$ cat config.mk
export PLATFORM = sky130hd
export DESIGN_NAME = wash_cycle_controller
export DESIGN_NICKNAME = d
export VERILOG_FILES = /design/src/rtl/wash_cycle_controller.sv
export SDC_FILE = /design/constraint.sdc
export NUM_CORES = 1
export LEC_CHECK = 0
export BUFFER_PORTS_ARGS = -buffer_cell sky130_fd_sc_hd__buf_2
export CORE_UTILIZATION = 28
export DETAILED_ROUTE_END_ITERATION = 6
export GPL_TIMING_DRIVEN = 0
export SLEW_MARGIN = 20
export SYNTH_ARGS = -nofsm -noshare
export SYNTH_HDL_FRONTEND = slang
export SYNTH_SLANG_ARGS = --single-unit
$ cat constraint.sdc
create_clock -name clock -period 2.3 [get_ports clock]
set_input_delay 0.69 -clock clock [delete_from_list [all_inputs] [get_ports clock]]
set_output_delay 0.69 -clock clock [all_outputs]
set_load 0.005 [all_outputs]
$ cat src/rtl/wash_cycle_controller.sv
// wash_cycle_controller: phase sequencer for the washer datapath with rinse repeat, cancel-to-drain,
// door wait timeout and a per-phase watchdog that traps stuck phases in FAULT.
module wash_cycle_controller #(
    parameter int RINSE_COUNT      = 2,
    parameter int WATCHDOG_CYCLES  = 64,
    parameter int DOOR_WAIT_CYCLES = 16
) (
    input  logic       clock,
    input  logic       reset,
    input  logic       start,
    input  logic       cancel,
    input  logic       cold_wash,
    input  logic       door_closed,
    input  logic       sig_Full,
    input  logic       sig_Temperature,
    input  logic       sig_Completed,
    output logic [2:0] state,
    output logic       timer_clear,
    output logic       door_lock,
    output logic       water_valve,
    output logic       heater,
    output logic       motor,
    output logic       drain_pump,
    output logic       done,
    output logic       fault
);
    typedef enum logic [2:0] {
        IDLE, DOOR_CHECK, FILL_WATER, HEAT_WATER, WASH, RINSE, SPIN, FAULT
    } state_t;

    state_t     state_q, state_d;
    logic [1:0] rinse_q, rinse_d;
    logic [7:0] wd_q, door_q;
    logic       cold_q, abort_q, abort_d, clear_q, clear_d, done_q, done_d;
    logic       active, next_active, comp, wd_hit, door_hit, reenter;

    assign active      = state_q >= FILL_WATER && state_q <= SPIN;
    assign next_active = state_d >= FILL_WATER && state_d <= SPIN;
    // flags are ignored on the entry cycle so a stale completion from the previous phase cannot leak through
    assign comp = !clear_q && (state_q == FILL_WATER ? sig_Full :
                               state_q == HEAT_WATER ? sig_Temperature :
                               (state_q >= WASH && state_q <= SPIN) ? sig_Completed : 1'b0);
    assign wd_hit   = active && wd_q == 8'(WATCHDOG_CYCLES - 1);
    assign door_hit = door_q == 8'(DOOR_WAIT_CYCLES - 1);

    always_comb begin
        state_d = state_q;
        rinse_d = rinse_q;
        abort_d = abort_q;
        reenter = 1'b0;
        case (state_q)
            IDLE: begin
                abort_d = 1'b0;
                rinse_d = 2'd0;
                state_d = (start && !cancel) ? DOOR_CHECK : IDLE;
            end
            DOOR_CHECK: state_d = cancel ? IDLE : door_closed ? FILL_WATER : door_hit ? IDLE : DOOR_CHECK;
            FILL_WATER, HEAT_WATER, WASH, RINSE: begin
                if (cancel) begin
                    state_d = SPIN;
                    abort_d = 1'b1;
                end else if (comp) begin
                    reenter = state_q == RINSE && rinse_q < 2'(RINSE_COUNT);
                    state_d = state_q == FILL_WATER ? (cold_q ? WASH : HEAT_WATER) :
                              state_q == HEAT_WATER ? WASH :
                              state_q == WASH ? RINSE : (reenter ? RINSE : SPIN);
                    rinse_d = state_q == WASH ? 2'd1 : reenter ? rinse_q + 2'd1 : rinse_q;
                end else if (wd_hit) begin
                    state_d = FAULT;
                end
            end
            SPIN:    state_d = comp ? IDLE : wd_hit ? FAULT : SPIN;
            FAULT:   state_d = cancel ? IDLE : FAULT;
            default: state_d = IDLE;
        endcase
        clear_d = next_active && (state_d != state_q || reenter);
        done_d  = state_q == SPIN && comp && !abort_q;
    end

    always_ff @(posedge clock) begin
        if (reset) begin
            state_q <= IDLE;
            rinse_q <= 2'd0;
            wd_q    <= 8'd0;
            door_q  <= 8'd0;
            cold_q  <= 1'b0;
            abort_q <= 1'b0;
            clear_q <= 1'b0;
            done_q  <= 1'b0;
        end else begin
            state_q <= state_d;
            rinse_q <= rinse_d;
            abort_q <= abort_d;
            clear_q <= clear_d;
            done_q  <= done_d;
            wd_q    <= (clear_d || !next_active) ? 8'd0 : wd_q + 8'd1;
            door_q  <= (state_q == DOOR_CHECK && state_d == DOOR_CHECK) ? door_q + 8'd1 : 8'd0;
            if (state_q == IDLE && start && !cancel)
                cold_q <= cold_wash;
        end
    end

    assign state       = state_q;
    assign timer_clear = clear_q;
    assign done        = done_q;
    assign door_lock   = active;
    assign water_valve = state_q == FILL_WATER;
    assign heater      = state_q == HEAT_WATER;
    assign motor       = state_q >= WASH && state_q <= SPIN;
    assign drain_pump  = state_q == RINSE || state_q == SPIN;
    assign fault       = state_q == FAULT;
endmodule

==> results.json <==
{
  "status": "finished, final reports clean",
  "core_area_um2": 5270,
  "layout-drive-gt1-share": 0.445,
  "arrival_ps": 2520,
  "rsz0062_at_grt": "true",
  "synth-seq-cells": 25,
  "synth.distinct_cells": 53,
  "syn_inst": 181,
  "grt_overflow": 0,
  "clkSinkCount": 25,
  "netlist.area_leader.share": 0.318,
  "tightest_slew_ps": 502,
  "worstPathMaxFanout": 8,
  "hp-start": "wd_q[0]",
  "p_leak_nw": 0.777,
  "slew_viol_final": 0,
  "place_congestion": 0.837,
  "chipHeight_um": 77.0,
  "critPathRequiredTime_ps": 2520,
  "combPwrFrac": 0.678,
  "globalRouteTotalUtil": 0.127,
  "synth-edff-count": 0,
  "synthTopCellsByCount": "25 x dfxtp_1, 17 x nor2_1, 13 x nand2_1, 13 x nand3_1",
  "syn_to_final_growth_pct": 34.3,
  "grt_max_degree": 17,
  "dp_hpwl_mm": 2.66,
  "yosysTopAreaCell": "dfxtp_1",
  "cts_tree": "built",
  "drt-total-wl_mm": 3.87,
  "num_antenna_cells": 0,
  "die_x_um": 77.0,
  "ys.flop_type": "dfxtp_1",
  "die_area_um2": 5930,
  "crit_type": "input pin to flip-flop",
  "dr_total_vias": 1453,
  "synth_most_common_cell": "dfxtp_1",
  "seq_power_share": 0.206,
  "postLayoutCellArea_um2": 2110,
  "ant_nets": 0,
  "fin_skew_ps": 3.05,
  "finalSetupViolations": 0,
  "cts_root_buf": "clkbuf_8",
  "drc": 0,
  "max_cap_viol_count": 0,
  "finalNonFillerCells": 288,
  "io_pins": 20,
  "netSwitchingFraction": 0.442,
  "p_int_mw": 1.38,
  "rows": 26,
  "holdWs_ps": 453,
  "grt_pass1_wl_mm": 6.02,
  "cp-startpoint": "sig_Completed",
  "start_kind": "input pin",
  "drtIter0Drc": 85,
  "r2r_start": "state[1]",
  "wl_per_cell_um": 13.4,
  "clock_latency_ps": 280,
  "hold_viol": 0,
  "endpoint_kind": "flip-flop",
  "max_freq_ghz": 0.436,
  "grt_pass1_vias": 1270,
  "finalNetCount": 230,
  "finalPower_mw": 2.48,
  "syn-num-nets": 192,
  "ir_drop_uv": 490,
  "timing.final.crit_share": 0.996,
  "htree_levels": 1,
  "io_buffers": 17,
  "ys_seq_area_frac": 0.318,
  "path_clk_slew_ps": 100,
  "hold_class": "flip-flop to flip-flop",
  "syn_area_um2": 1570,
  "yosys_warnings": 0,
  "post_drt_via_cell_ratio": 5.05,
  "asyncSetResetFlopFracSynth": 0,
  "fillers": 549,
  "first_pass_iters": 4,
  "start_util": 0.299,
  "cts_inserted_buffers": 3,
  "antenna_found_initial": 0,
  "avgSynthCellArea_um2": 8.70,
  "layout_min_cycle_time_ps": 2290,
  "place_area_um2": 1800,
  "slew_headroom": 0.661,
  "p_clk_frac": 0.116,
  "dp_cells": 268,
  "synth_area_leaders": "dfxtp_1 32%, nor4_2 5.6%, nand3_1 4.1%",
  "powerDensity_nw_per_um2": 1170,
  "power_switching_mw": 1.10,
  "clockBufferDepth": 2
}
[flip-flops by register name, summed over array words and instances, names as in the netlist]
signal,flops
state,3
done,1
wd_q,8
abort_q,1
door_q,8
cold_q,1
timer_clear,1
rinse_q,2
[metal layers]
metal | wire (µm) | track usage
met5 | 0 | 0
met2 | 1890 | 0.219
met4 | 56 | 0.0283
met1 | 1760 | 0.158
met3 | 171 | 0.0310
[per-stage QoR]
stage	util	setup TNS [ps]	setup slack [ps]
2_1_floorplan	-	-2.09	-2.09
3_3_place_gp	0.341	-4840	-338
3_5_place_dp	0.341	-4850	-350
4_1_cts	0.358	0	9.04
5_1_grt	0.401	-587	-81.9
6_report	0.401	0	8.49
[power groups by stage]
| stage | registers [mW] | clock network [mW] | logic [mW] |
|---|---|---|---|
| after CTS | 0.507 | 0.300 | 1.20 |
| final | 0.510 | 0.288 | 1.68 |
| after detailed placement | 0.512 | 0 | 1.17 |
| after floorplan | 0.510 | 0 | 0.913 |
| after global placement | 0.512 | 0 | 1.16 |
| after global routing | 0.515 | 0.314 | 1.79 |
[layout by cell type, fill, tap and decap left out, drive strengths merged, types with 7 or more instances in the layout]
| cell type | Yosys | layout |
|---|---|---|
| clkbuf | 4 | 7 |
| nor3 | 8 | 8 |
| nor4 | 8 | 8 |
| nand2 | 13 | 13 |
| nand3 | 14 | 14 |
| xnor2 | 7 | 7 |
| buf | 6 | 38 |
| nor2 | 26 | 26 |
| a21oi | 9 | 9 |
| dfxtp | 25 | 25 |
[final timing paths]
| check | to | slack (ps) | cells past startpoint |
|---|---|---|---|
| hold reg to reg | wd_q[0] | 450 | 1 |
| hold / removal | wd_q[0] | 450 | 1 |
| setup reg to reg | door_q[6] | 30 | 9 |
| setup / recovery | door_q[6] | 8 | 8 |
[kinds of logic (layout without fill, tap and decap cells)]
| group | after synthesis | after routing | share of synthesized area |
|---|---|---|---|
| compound gates | 32 | 32 | 0.146 |
| flops | 25 | 25 | 0.318 |
| simple gates | 93 | 94 | 0.383 |
| mux | 1 | 1 | 0.00636 |
| buf+inv | 15 | 51 | 0.0580 |
| fa+ha+maj | 2 | 2 | 0.0159 |
| xor+xnor | 13 | 13 | 0.0723 |
[area by class of cell]
class / instances / area, µm² / share of cell area
plain buffers: 9 / 73.8 / 0.0349
clock buffers: 3 / 41.3 / 0.0195
clock inverters: 1 / 8.76 / 0.00414
inverters: 5 / 18.8 / 0.00888
multi-input cells: 142 / 1140 / 0.540
flip-flops and latches: 25 / 507 / 0.240
well taps: 70 / 87.6 / 0.0414
repair buffers: 33 / 235 / 0.111
[timing repair]
| item | 4_1_cts | 5_1_grt |
|---|---|---|
| pin swaps | 5 | 17 |
| setup buffers | 1 | 14 |
| resized for setup | 7 | 26 |
| gates cloned | 0 | 2 |
| setup endpoints to repair | 20 | 19 |
| hold buffers | 0 | 0 |
[critical path: stages]
cell	delay [ps]
buf_2	110
nor2b_1	270
or3_4	200
o211ai_1	140
buf_4	180
nor3_4	200
or4b_4	600
nor2_2	130
No activity file was read; power rests on OpenSTA's default activity.
